--- config.mk ---
export PLATFORM = sky130hd
export DESIGN_NAME = axi_read_protocol
export DESIGN_NICKNAME = d
export VERILOG_FILES = /design/src/rtl/axi_rd_pkg.sv /design/src/rtl/axi_rd_addr_gen.sv /design/src/rtl/axi_read_protocol.sv
export SDC_FILE = /design/constraint.sdc
export NUM_CORES = 1
export LEC_CHECK = 0
export CAP_MARGIN = 20
export CORE_ASPECT_RATIO = 0.7
export CORE_MARGIN = 4
export CORE_UTILIZATION = 55
export CTS_CLUSTER_DIAMETER = 30
export CTS_CLUSTER_SIZE = 40
export DETAILED_ROUTE_END_ITERATION = 6
export DONT_BUFFER_PORTS = 1
export GPL_TIMING_DRIVEN = 0
export MAX_ROUTING_LAYER = met4
export PLACE_DENSITY = 0.7
export SLEW_MARGIN = 20
export SYNTH_ARGS = -nofsm -noshare
export SYNTH_HDL_FRONTEND = slang
export SYNTH_SLANG_ARGS = --single-unit
--- constraint.sdc ---
create_clock -name axi_aclk -period 6.6 [get_ports axi_aclk]
set_clock_uncertainty 0.05 [all_clocks]
set_input_delay 0 -clock axi_aclk [delete_from_list [all_inputs] [get_ports axi_aclk]]
set_output_delay 0 -clock axi_aclk [all_outputs]
set_load 0.03 [all_outputs]
--- src/rtl/axi_rd_pkg.sv ---
// Shared encodings and constants for the AXI read-channel responder.
// The WRAP support macro is AXI_RD_WRAP_EN (see axi_rd_addr_gen).
package axi_rd_pkg;

    typedef enum logic [1:0] {
        BURST_FIXED = 2'b00,
        BURST_INCR  = 2'b01,
        BURST_WRAP  = 2'b10,
        BURST_RSVD  = 2'b11
    } burst_t;

    typedef enum logic [1:0] {
        RESP_OKAY   = 2'b00,
        RESP_SLVERR = 2'b10
    } resp_t;

    typedef enum logic [1:0] {
        IDLE  = 2'd0,
        FETCH = 2'd1,
        RESP  = 2'd2
    } state_t;

    localparam int unsigned DATA_W = 64;

    // Largest legal arsize for a data bus of dw bits.
    function automatic int unsigned max_size(input int unsigned dw);
        return $clog2(dw / 8);
    endfunction

    localparam int unsigned MAX_SIZE = max_size(DATA_W);

endpackage

--- src/rtl/axi_rd_addr_gen.sv ---
// Combinational burst legality check and next-beat address generator.
// WRAP bursts are supported only when AXI_RD_WRAP_EN is defined; otherwise
// every WRAP burst is reported illegal and the wrap-mask logic is absent.
module axi_rd_addr_gen
    import axi_rd_pkg::*;
#(
    parameter int unsigned AW = 32,
    parameter int unsigned DW = 64
) (
    input  logic [AW-1:0] addr,
    input  logic [7:0]    len,
    input  logic [2:0]    size,
    input  logic [1:0]    burst,
    output logic [AW-1:0] next_addr,
    output logic          burst_legal
);

    localparam logic [2:0] SIZE_LIMIT = 3'(max_size(DW));

    logic [AW-1:0] step;
    assign step = AW'(1) << size;

`ifdef AXI_RD_WRAP_EN
    logic [AW-1:0] wrap_mask;
    logic          wrap_len_ok;
    logic          wrap_aligned;
    assign wrap_mask    = ((AW'(len) + AW'(1)) << size) - AW'(1);
    assign wrap_len_ok  = (len == 8'd1) || (len == 8'd3) || (len == 8'd7) || (len == 8'd15);
    assign wrap_aligned = (addr & (step - AW'(1))) == '0;
`else
    logic unused_len;
    assign unused_len = ^len;
`endif

    // Classify the burst and compute the address of the following beat.
    always_comb begin
        next_addr   = addr;
        burst_legal = 1'b0;
        case (burst)
            BURST_FIXED: begin
                next_addr   = addr;
                burst_legal = (size <= SIZE_LIMIT);
            end
            BURST_INCR: begin
                next_addr   = addr + step;
                burst_legal = (size <= SIZE_LIMIT);
            end
            BURST_WRAP: begin
`ifdef AXI_RD_WRAP_EN
                next_addr   = (addr & ~wrap_mask) | ((addr + step) & wrap_mask);
                burst_legal = (size <= SIZE_LIMIT) && wrap_len_ok && wrap_aligned;
`else
                next_addr   = addr;
                burst_legal = 1'b0;
`endif
            end
            default: begin
                next_addr   = addr;
                burst_legal = 1'b0;
            end
        endcase
    end

endmodule

--- src/rtl/axi_read_protocol.sv ---
// Slave-side AXI read responder (AR + R channels) with a local fetch port.
// One burst at a time; illegal bursts return arlen+1 SLVERR beats without
// fetching. WRAP support is controlled by the AXI_RD_WRAP_EN macro.
module axi_read_protocol
    import axi_rd_pkg::*;
#(
    parameter int unsigned AW = 32,
    parameter int unsigned DW = 64
) (
    input  logic          axi_aclk,
    input  logic          axi_aresetn,
    input  logic [AW-1:0] axi_araddr,
    input  logic [7:0]    axi_arlen,
    input  logic [2:0]    axi_arsize,
    input  logic [1:0]    axi_arburst,
    input  logic          axi_arvalid,
    output logic          axi_arready,
    output logic [DW-1:0] axi_rdata,
    output logic [1:0]    axi_rresp,
    output logic          axi_rlast,
    output logic          axi_rvalid,
    input  logic          axi_rready,
    output logic          rd_req,
    output logic [AW-1:0] rd_addr,
    input  logic          rd_valid,
    input  logic [DW-1:0] rd_data,
    output logic          busy
);

    state_t        state, state_d;
    logic [AW-1:0] addr_q, addr_d;
    logic [7:0]    len_q, len_d;
    logic [7:0]    cnt_q, cnt_d;
    logic [2:0]    size_q, size_d;
    logic [1:0]    burst_q, burst_d;
    logic          err_q, err_d;

    logic          arready_d, rvalid_d, rlast_d, rd_req_d;
    logic [1:0]    rresp_d;
    logic [DW-1:0] rdata_d;
    logic [AW-1:0] rd_addr_d;

    // Single generator: legality is only needed on the incoming AR fields in
    // IDLE, next_addr only on the latched fields afterwards, so share one.
    logic          in_idle;
    logic [AW-1:0] gen_addr, gen_next;
    logic [7:0]    gen_len;
    logic [2:0]    gen_size;
    logic [1:0]    gen_burst;
    logic          gen_legal;

    assign in_idle   = (state == IDLE);
    assign gen_addr  = in_idle ? axi_araddr  : addr_q;
    assign gen_len   = in_idle ? axi_arlen   : len_q;
    assign gen_size  = in_idle ? axi_arsize  : size_q;
    assign gen_burst = in_idle ? axi_arburst : burst_q;
    assign busy      = !in_idle;

    axi_rd_addr_gen #(.AW(AW), .DW(DW)) u_addr_gen (
        .addr        (gen_addr),
        .len         (gen_len),
        .size        (gen_size),
        .burst       (gen_burst),
        .next_addr   (gen_next),
        .burst_legal (gen_legal)
    );

    // State, burst context and all registered outputs.
    always_ff @(posedge axi_aclk or negedge axi_aresetn) begin
        if (!axi_aresetn) begin
            state       <= IDLE;
            addr_q      <= '0;
            len_q       <= '0;
            cnt_q       <= '0;
            size_q      <= '0;
            burst_q     <= '0;
            err_q       <= 1'b0;
            axi_arready <= 1'b0;
            axi_rvalid  <= 1'b0;
            axi_rlast   <= 1'b0;
            axi_rresp   <= RESP_OKAY;
            axi_rdata   <= '0;
            rd_req      <= 1'b0;
            rd_addr     <= '0;
        end else begin
            state       <= state_d;
            addr_q      <= addr_d;
            len_q       <= len_d;
            cnt_q       <= cnt_d;
            size_q      <= size_d;
            burst_q     <= burst_d;
            err_q       <= err_d;
            axi_arready <= arready_d;
            axi_rvalid  <= rvalid_d;
            axi_rlast   <= rlast_d;
            axi_rresp   <= rresp_d;
            axi_rdata   <= rdata_d;
            rd_req      <= rd_req_d;
            rd_addr     <= rd_addr_d;
        end
    end

    // Next-state and next-output decode.
    always_comb begin
        state_d   = state;
        addr_d    = addr_q;
        len_d     = len_q;
        cnt_d     = cnt_q;
        size_d    = size_q;
        burst_d   = burst_q;
        err_d     = err_q;
        arready_d = axi_arready;
        rvalid_d  = axi_rvalid;
        rlast_d   = axi_rlast;
        rresp_d   = axi_rresp;
        rdata_d   = axi_rdata;
        rd_req_d  = rd_req;
        rd_addr_d = rd_addr;

        case (state)
            IDLE: begin
                arready_d = 1'b1;
                if (axi_arvalid && axi_arready) begin
                    arready_d = 1'b0;
                    addr_d    = axi_araddr;
                    len_d     = axi_arlen;
                    cnt_d     = axi_arlen;
                    size_d    = axi_arsize;
                    burst_d   = axi_arburst;
                    err_d     = !gen_legal;
                    if (gen_legal) begin
                        state_d   = FETCH;
                        rd_req_d  = 1'b1;
                        rd_addr_d = axi_araddr;
                    end else begin
                        state_d  = RESP;
                        rvalid_d = 1'b1;
                        rresp_d  = RESP_SLVERR;
                        rdata_d  = '0;
                        rlast_d  = (axi_arlen == 8'd0);
                    end
                end
            end
            FETCH: begin
                if (rd_valid) begin
                    state_d  = RESP;
                    rd_req_d = 1'b0;
                    rdata_d  = rd_data;
                    rresp_d  = RESP_OKAY;
                    rvalid_d = 1'b1;
                    rlast_d  = (cnt_q == 8'd0);
                end
            end
            RESP: begin
                if (axi_rvalid && axi_rready) begin
                    if (axi_rlast) begin
                        state_d   = IDLE;
                        rvalid_d  = 1'b0;
                        rlast_d   = 1'b0;
                        arready_d = 1'b1;
                    end else begin
                        cnt_d  = cnt_q - 8'd1;
                        addr_d = gen_next;
                        if (!err_q) begin
                            state_d   = FETCH;
                            rvalid_d  = 1'b0;
                            rd_req_d  = 1'b1;
                            rd_addr_d = gen_next;
                        end else begin
                            rvalid_d = 1'b1;
                            rlast_d  = (cnt_q == 8'd1);
                        end
                    end
                end
            end
            default: state_d = IDLE;
        endcase
    end

endmodule

Word-level counts from Yosys, hierarchy flattened
Cells that the tools add are included.
{"block": "word_totals", "reg_bits": 150, "input_bits": 114}
{"block": "op_classes", "order_cmp": 1, "eq_ne": 13, "n_mux": 59, "addsub": 2, "n_reduce_logical": 20, "shift": 1}
{"op": "two-way mux 32 bit", "n": 10}
{"op": "two-way mux 64 bit", "n": 3}
{"op": "one-hot mux 32 bit (2 select lines)", "n": 2}
{"op": "one-hot mux 64 bit (2 select lines)", "n": 1}
{"op": "adder 32 bit", "n": 1}
{"op": "<< shifter 1 x 3 -> 32 bit (first input constant)", "n": 1}
{"op": "two-way mux 8 bit", "n": 3}
{"op": "two-way mux 1 bit", "n": 22}
{"op": "two-way mux 2 bit", "n": 10}
{"op": "logical NOT 8 bit", "n": 2}
{"op": "one-hot mux 8 bit (2 select lines)", "n": 1}
{"op": "inequality test 2 bit (second input constant)", "n": 6}
{"op": "AND reduction 4 bit", "n": 3}
{"op": "one-hot mux 1 bit (3 select lines)", "n": 3}
{"op": "equality test 8 x 1 -> 1 bit (second input constant)", "n": 1}
{"op": "subtractor 8 x 1 -> 8 bit (second input constant)", "n": 1}
{"op": "AND reduction 7 bit", "n": 1}
{"op": "one-hot mux 2 bit (3 select lines)", "n": 1}
{"op": "AND reduction 6 bit", "n": 1}
{"op": "AND reduction 5 bit", "n": 1}
{"op": "equality test 2 x 1 -> 1 bit (second input constant)", "n": 2}
{"op": "logical NOT 2 bit", "n": 2}
{"op": "inequality test 2 x 1 -> 1 bit (second input constant)", "n": 2}
{"op": "one-hot mux 2 bit (2 select lines)", "n": 1}
{"op": "other kinds (12)", "n": 15}

Depth between registers and ports, before layout
Gate-level depths: netlist (run 1).
{"block": "depth", "word_depth": 9, "mapped_depth": 20, "depth_no_buf": 14}

By module
Synthesis (run 1) repeated with hierarchy kept, for this count alone.
{"block": "hier_totals", "hier_cells": 718, "area_unflattened_um2": 8146.6}
{"module": "axi_read_protocol", "instances": 1, "seq_area_each_um2": 3928.8, "cells_per_inst": 568, "area_per_inst_um2": 7103.1}
{"module": "axi_rd_addr_gen", "instances": 1, "seq_area_each_um2": 0.0, "cells_per_inst": 150, "area_per_inst_um2": 1043.5}

Worst setup path before layout (run 1)
No wires, ideal clock.
{"block": "synth_timing", "path_type": "register to register", "from": "reg state[0]", "to": "reg rd_addr[16]", "setup_time_ps": 125, "t_required_ps": 6425, "stages_incl_launch_ff": 21, "arrival_ps": 4284, "setup_slack_ps": 2142, "path_cell_list": "dfrtp_1 inv_1 ha_1 buf_4 buf_6 buf_2 buf_1 buf_1 nor3_1 a21oi_1 nor2_1 ha_1 fa_1 a21o_1 a221oi_2 o21a_2 buf_6 nor3_1 mux2i_1 a211o_1 mux2_2"}
{"block": "synth_via", "elab_chain_cells": 9, "elab_cells_between_ends": 24}
{"item": "start, declared", "line_no": "axi_read_protocol.sv:30", "text": "state_t state, state_d;"}
{"item": "start signal, assigned", "line_no": "axi_read_protocol.sv:86", "text": "state <= state_d;"}
{"item": "logical NOT 2 bit"}
{"item": "two-way mux 3 bit", "line_no": "axi_read_protocol.sv:55", "text": "assign gen_size = in_idle ? axi_arsize : size_q;"}
{"item": "<< shifter 1 x 3 -> 32 bit", "line_no": "axi_rd_addr_gen.sv:21", "text": "assign step = AW'(1) << size;"}
{"item": "adder 32 bit", "line_no": "axi_rd_addr_gen.sv:45", "text": "next_addr = addr + step;"}
{"item": "two-way mux 32 bit", "line_no": "axi_rd_addr_gen.sv:39", "text": "case (burst)"}
{"item": "two-way mux 32 bit", "line_no": "axi_read_protocol.sv:164", "text": "if (!err_q) begin"}
{"item": "two-way mux 32 bit", "line_no": "axi_read_protocol.sv:156", "text": "if (axi_rlast) begin"}
{"item": "two-way mux 32 bit", "line_no": "axi_read_protocol.sv:155", "text": "if (axi_rvalid && axi_rready) begin"}
{"item": "one-hot mux 32 bit (2 select lines)", "line_no": "axi_read_protocol.sv:120", "text": "case (state)"}
{"item": "end signal, assigned", "line_no": "axi_read_protocol.sv:99", "text": "rd_addr <= rd_addr_d;"}
{"item": "end, declared", "line_no": "axi_read_protocol.sv:24", "text": "output logic [AW-1:0] rd_addr,"}
Several ways; a longest one is shown, not always the timed one. The select of a mux whose other input is x is not followed.
A chain may end at the register's enable or synchronous reset.

Worst setup path after layout (run 1)
{"block": "layout_timing", "from": "reg state[0]", "to": "reg addr_q[10]"}
{"block": "layout_via", "elab_chain_cells": 8, "elab_cells_between_ends": 17}
{"item": "logical NOT 2 bit"}
{"item": "two-way mux 3 bit", "line_no": "axi_read_protocol.sv:55"}
{"item": "<< shifter 1 x 3 -> 32 bit", "line_no": "axi_rd_addr_gen.sv:21"}
{"item": "adder 32 bit", "line_no": "axi_rd_addr_gen.sv:45"}
{"item": "two-way mux 32 bit", "line_no": "axi_rd_addr_gen.sv:39"}
{"item": "two-way mux 32 bit", "line_no": "axi_read_protocol.sv:156"}
{"item": "two-way mux 32 bit", "line_no": "axi_read_protocol.sv:155"}
{"item": "one-hot mux 32 bit (2 select lines)", "line_no": "axi_read_protocol.sv:120"}
{"item": "end signal, assigned", "line_no": "axi_read_protocol.sv:87", "text": "addr_q <= addr_d;"}
{"item": "end, declared", "line_no": "axi_read_protocol.sv:31", "text": "logic [AW-1:0] addr_q, addr_d;"}
Several ways; a longest one is shown, not always the timed one. The select of a mux whose other input is x is not followed.

==> impl_metrics.json, run 1 <==
{
  "power_density_mw_per_mm2": 571,
  "synthCells": 890,
  "path_clk_slew_ps": 60,
  "final_antenna_net_count": 0,
  "ys_top_cells_by_count": "149 x dfrtp_1, 117 x nand2_1, 79 x nor2_1, 66 x a22o_1, 49 x a21oi_1",
  "first_pass_iters": 5,
  "holdWs_ps": -4.38,
  "cts.sinks": 149,
  "synth.top_cell.area_share_pct": 43.3,
  "peakVddDrop_mv": 0.363,
  "rsz0062_at_grt": "false",
  "die_area_mm2": 0.0178,
  "finalSetupViolCount": 0,
  "fillers": 1142,
  "synth_top_family_by_area": "compound AO/OA/AOI/OAI gates",
  "gp_congestion": 1.01,
  "cap_violations": 0,
  "dr_total_vias": 8305,
  "yosysMostFrequentCell": "dfrtp_1",
  "core-area_mm2": 0.0150,
  "clockRootBuffer": "clkbuf_16",
  "ys_warn_count": 0,
  "num_rows": 37,
  "ys_seq_area_share_pct": 43.3,
  "hold_path_class": "input port to flop",
  "numCtsBuffers": 17,
  "cts_tree": "built",
  "ys.flop_type": "dfrtp_1",
  "wl_mm": 31.7,
  "slowest_delay_ps": 790,
  "dp_hpwl_mm": 21.0,
  "synthesis.nets": 1019,
  "hold_viol_final": 1,
  "drive_gt1_share_pct": 11.3,
  "synth_adder_area_share_pct": 2.27,
  "via_per_inst": 6.75,
  "synth_edf_count": 0,
  "slew_headroom_pct": 22.5,
  "yosysTopAreaCell": "dfrtp_1",
  "cp.required_ps": 6870,
  "drtIter0Drc": 1016,
  "async_flop_share_pct": 100,
  "synth_seq_cells": 149,
  "layout_setup_ws_ps": 207,
  "leakage_nw": 4.54,
  "post_drt_wl_per_cell_um": 25.8,
  "holdPathStages": 3,
  "final_nets": 1149,
  "cts_resized": 0,
  "place_ws_ps": 611,
  "fmax_ghz": 0.156,
  "worstPathArrival_ps": 6660,
  "synth_compound_area_share_pct": 22.8,
  "cp_slowest_cell": "buf_1",
  "grt_max_degree": 150,
  "slew_violations": 0,
  "cp_top_family": "buffers and inverters",
  "rr_worst_depth": 17,
  "syn_area_per_cell_um2": 9.68,
  "first_global_vias": 8377,
  "yosys.area_share.simple_pct": 17.8,
  "cp.depth": 17,
  "h-tree-depth": 4,
  "worst-path-max-fanout": 10,
  "crit_chain": "inv_1 -> ha_1 -> buf_4 -> buf_6 -> buf_2 -> buf_1 -> buf_1 -> mux2i_1 -> nor2_1 -> ha_1 -> and3_1 -> a221oi_2 -> o21ai_0 -> nand2_1 -> xnor2_1 -> a221o_1 -> mux2_2",
  "rrSetupSlack_ps": 210,
  "cts_max_path_buffers": 2,
  "period_share_pct": 96.9,
  "grt_first_pass_wirelength_mm": 48.0,
  "syn_area_mm2": 0.00861,
  "run_status": "finished with violations",
  "start_util_pct": 57.4,
  "grtUsageTotal_pct": 36.4,
  "power_mw": 6.04,
  "violations": "hold timing",
  "synth-xor-area-share_pct": 2.24,
  "antenna_found_initial": 1,
  "endpoint_kind": "flop",
  "die_height_um": 113,
  "worst-path-buf-inv": 6,
  "path_class": "flop to flop",
  "grt-ovfl-total": 0,
  "worst_slew_pin_slew_ps": 1160,
  "timing.final.crit_period_ps": 6390,
  "clk_latency_ps": 440,
  "io_pins": 217,
  "portBuffers": 0,
  "synthTopCellsByArea": "dfrtp_1 43%, a22o_1 6.7%, nand2_1 5.1%, mux2_2 4.7%, nor2_1 3.4%",
  "drc": 0,
  "final.setup.tns_ps": 0,
  "cp-start-kind": "flop",
  "areaGrowthSynthToFinish_pct": 22.8,
  "synthMuxAreaShare_pct": 7.85,
  "die_w_um": 158,
  "synth_cell_type_count": 81
}
==> registers in the layout, indices dropped and copies added, names as in the netlist, 2 cells and up <==
register and flops:
addr_q 32, axi_rdata 64, burst_q 2, cnt_q 8
rd_addr 32, size_q 3, state 2
==> layer usage <==
layer  GRT usage (%)  share of wire [%]  vias to the layer above  routed length [um]
li1                -                  -                     3547                   -
met2            52.1                 43                      625               13600
met3            13.6                 14                      119                4420
met1            47.3                 39                     4014               12500
met5               -                  0                        -                   0
met4            13.4                3.8                        0                1210
==> kinds of logic (layout without fill, tap and decap cells) <==
kind of cell | after synthesis | after routing
simple gates | 306 | 306
compound gates | 263 | 263
flops | 149 | 149
buf+inv | 71 | 214
mux | 63 | 63
xor+xnor | 22 | 22
fa+ha+maj | 15 | 15
other cells | 1 | 3
==> worst min-delay path: cells and delay by family <==
family	cells	cell delay [ps]
muxes	2	210
AOI/OAI and AO/OA	1	240
==> report_power, final <==
part	leakage, nW	internal [mW]	switching, mW
Sequential	1.86	1.29	0.762
Clock	0.277	0.542	0.443
Combinational	2.40	1.09	1.92
Total	4.54	2.92	3.12
==> cells in the final DEF (no fill, tap or decap), types with 5 or more instances in the layout <==
| master | netlist | layout |
|---|---|---|
| a211oi_1 | 6 | 6 |
| a21oi_1 | 49 | 49 |
| a22o_1 | 66 | 66 |
| a31oi_1 | 9 | 9 |
| a32o_1 | 11 | 11 |
| and2_1 | 8 | 8 |
| buf_1 | 11 | 11 |
| buf_2 | 8 | 8 |
| buf_6 | 5 | 5 |
| clkbuf_1 | 29 | 30 |
| clkbuf_16 | 0 | 17 |
| dfrtp_1 | 149 | 149 |
| dlygate4sd3_1 | 0 | 110 |
| ha_1 | 14 | 14 |
| inv_1 | 14 | 14 |
| mux2_2 | 36 | 36 |
| mux2i_1 | 27 | 27 |
| nand2_1 | 117 | 117 |
| nand2b_1 | 6 | 6 |
| nand3_1 | 29 | 29 |
| nand3b_1 | 7 | 7 |
| nand4_1 | 5 | 5 |
| nor2_1 | 79 | 79 |
| nor3_1 | 11 | 11 |
| nor4_1 | 6 | 6 |
| o2111ai_1 | 5 | 5 |
| o21ai_0 | 47 | 47 |
| o21ai_1 | 6 | 6 |
| o22ai_1 | 8 | 8 |
| o31ai_1 | 5 | 5 |
| xnor2_1 | 11 | 11 |
| xor2_1 | 11 | 11 |
==> metrics by stage <==
step	std cells	area (um^2)	hold WS (ps)	utilization, %
2_1_floorplan	890	8610	-346	-
3_3_place_gp	1085	8850	-342	59.0
3_5_place_dp	1085	8850	-341	59.0
4_1_cts	1228	10600	1.13	70.4
5_1_grt	1230	10600	15.2	70.5
6_report	1230	10600	-4.38	70.5
==> cell type report <==
| type | instances | area [um^2] | share of cell area, % |
|---|---|---|---|
| Multi-Input combinational cell | 670 | 4560 | 43.1 |
| Buffer | 56 | 269 | 2.54 |
| Timing Repair Buffer | 111 | 1130 | 10.7 |
| Tap cell | 195 | 244 | 2.31 |
| Antenna cell | 2 | 5.00 | 0.0473 |
| Inverter | 15 | 56.3 | 0.533 |
| Clock inverter | 13 | 139 | 1.31 |
| Sequential cell | 149 | 3730 | 35.3 |
| Clock buffer | 19 | 443 | 4.19 |
==> timing repair <==
item	CTS	global route
buffers inserted	0	0
hold buffers	111	0
endpoints found under the hold margin	289	0
==> worst paths after layout <==
kind | from | endpoint
max | state[0] | addr_q[10]
min | axi_araddr[13] | rd_addr[13]
max reg2reg | state[0] | addr_q[10]
min reg2reg | addr_q[3] | addr_q[3]
max in group asynchronous | axi_aresetn | rd_addr[14]
min in group asynchronous | axi_aresetn | rd_addr[21]
Power figures use the tool's default switching activity.
==> run 2: changes to the inputs <==
Settings changed: MAX_ROUTING_LAYER met4 to default.
==> run 2 against run 1 <==
The flow now finishes without violations; fmax grew 1.4%; wire length increased by 0.41%; power up 0.31%; die area unchanged.
==> impl_metrics.json, run 2 (same netlist as run 1, synthesis figures left out) <==
{
  "cts_tree": "built",
  "cts.sinks": 149,
  "via_per_inst": 6.76,
  "grt-ovfl-total": 0,
  "drc": 0,
  "rrSetupSlack_ps": 290,
  "final_antenna_net_count": 0,
  "drive_gt1_share_pct": 11.4,
  "clk_latency_ps": 440,
  "portBuffers": 0,
  "grt_max_degree": 150,
  "slew_headroom_pct": 30.4,
  "endpoint_kind": "flop",
  "final.setup.tns_ps": 0,
  "start_util_pct": 57.4,
  "run_status": "completed",
  "power_density_mw_per_mm2": 574,
  "drtIter0Drc": 1107,
  "slowest_delay_ps": 770,
  "grtUsageTotal_pct": 35.6,
  "path_clk_slew_ps": 70,
  "hold_viol_final": 0,
  "num_antenna_cells": 0,
  "h-tree-depth": 4,
  "period_share_pct": 95.5,
  "dp_hpwl_mm": 21.4,
  "worstPathArrival_ps": 6570,
  "numCtsBuffers": 17,
  "first_pass_iters": 6,
  "gp_congestion": 0.988,
  "die_area_mm2": 0.0178,
  "layout_common_cells": "149 x dfrtp_1, 117 x nand2_1, 108 x dlygate4sd3_1",
  "areaGrowthSynthToFinish_pct": 22.5,
  "first_global_vias": 8007,
  "rsz0062_at_grt": "false",
  "largestRegisters": "axi_rdata (64), addr_q (32), rd_addr (32)",
  "cts_max_path_buffers": 2,
  "slew_violations": 0,
  "final_cell_area_mm2": 0.0106,
  "registers.top_by_ff_count": "axi_rdata",
  "worst-path-max-fanout": 10,
  "finalSetupViolCount": 0,
  "layout_setup_ws_ps": 294,
  "final_nets": 1147,
  "die_height_um": 113,
  "cp-start-kind": "flop",
  "dr_total_vias": 8286,
  "wl_mm": 31.8,
  "final_common_cell": "dfrtp_1",
  "finish.utilization_pct": 70.3,
  "cts_resized": 0,
  "crit_chain": "inv_1 -> ha_1 -> buf_4 -> buf_6 -> buf_2 -> buf_1 -> buf_1 -> mux2i_1 -> nor2_1 -> ha_1 -> and3_1 -> a221oi_2 -> o21ai_0 -> nand2_1 -> xnor2_1 -> a221o_1 -> mux2_2",
  "path_class": "flop to flop",
  "postPlaceCellArea_mm2": 0.00885,
  "peakVddDrop_mv": 0.352,
  "clockRootBuffer": "clkbuf_16",
  "fillers": 1104,
  "cap_violations": 0,
  "leakage_nw": 4.54,
  "hold_path_class": "input port to flop",
  "io_pins": 217,
  "antenna_found_initial": 0,
  "grt_first_pass_wirelength_mm": 48.1,
  "worst_slew_pin_slew_ps": 1040,
  "fmax_ghz": 0.159,
  "place_ws_ps": 680,
  "largest_reg_flops": 64,
  "post_drt_wl_per_cell_um": 26.0,
  "timing.final.crit_period_ps": 6310,
  "die_w_um": 158,
  "num_rows": 37,
  "core-area_mm2": 0.0150,
  "cp_slowest_cell": "o21ai_0",
  "cp.required_ps": 6870
}
-- run 2: changes by cell type in the layout (fill, tap and decap cells not counted) --
cell	delta
clkinv_4	-3
inv_8	-1
clkinv_2	+1
inv_6	+3
diode_2	-2
bufinv_16	+1
clkbuf_8	-1
dlygate4sd3_1	-2
clkbuf_1	-1
-- run 2: final timing paths --
kind | cells past startpoint | startpoint | end
min reg2reg | 2 | addr_q[6] | addr_q[6]
max in group asynchronous | 2 | axi_aresetn | addr_q[29]
min | 3 | axi_araddr[26] | rd_addr[26]
min in group asynchronous | 2 | axi_aresetn | rd_addr[24]
max | 17 | state[0] | addr_q[10]
max reg2reg | 17 | state[0] | addr_q[10]
-- run 2: power breakdown --
group | switching (mW) | internal [mW] | total, mW
clock | 0.434 | 0.566 | 1.00
sequential | 0.765 | 1.29 | 2.05
combinational | 1.92 | 1.09 | 3.01
-- run 2: area by class of cell --
class / count / area [um^2] / area share, %
Timing Repair Buffer: 109 / 1110 / 10.5
Clock inverter: 14 / 163 / 1.54
Sequential cell: 149 / 3730 / 35.3
Tap cell: 195 / 244 / 2.31
Multi-Input combinational cell: 670 / 4560 / 43.2
Clock buffer: 17 / 425 / 4.03
Buffer: 56 / 269 / 2.55
Inverter: 15 / 56.3 / 0.534
-- run 2: worst max-delay path, delay by kind of cell (launching register included) --
kind | cells | cell delay [ps]
AO/OA/AOI/OAI | 3 | 1240
XOR/XNOR | 1 | 210
adder cells (fa/ha/maj) | 2 | 670
buffers and inverters | 6 | 2270
flip-flops | 1 | 430
multiplexers | 2 | 690
AND/OR/NAND/NOR | 3 | 600
-- run 2: stage by stage --
stage	instances	hold slack [ps]	power, mW
final	1225	14.8	6.06
after CTS	1225	4.99	5.92
after global routing	1225	16.0	6.35
after detailed placement	1085	-342	4.84
after global placement	1085	-342	4.75
after floorplan	890	-346	3.95
-- run 2: what timing repair did --
| action | 4_1_cts | 5_1_grt |
|---|---|---|
| hold buffers | 109 | 0 |
| endpoints found under the hold margin | 286 | 0 |
| buffers inserted | 0 | 0 |
-- run 2: routing by layer --
metal	up-vias	global-route usage [%]	part of all wire, %
met5	-	0	0
met1	4029	52.6	42
li1	3542	-	-
met3	63	10.4	13
met4	0	9.11	2.1
met2	652	51.6	44
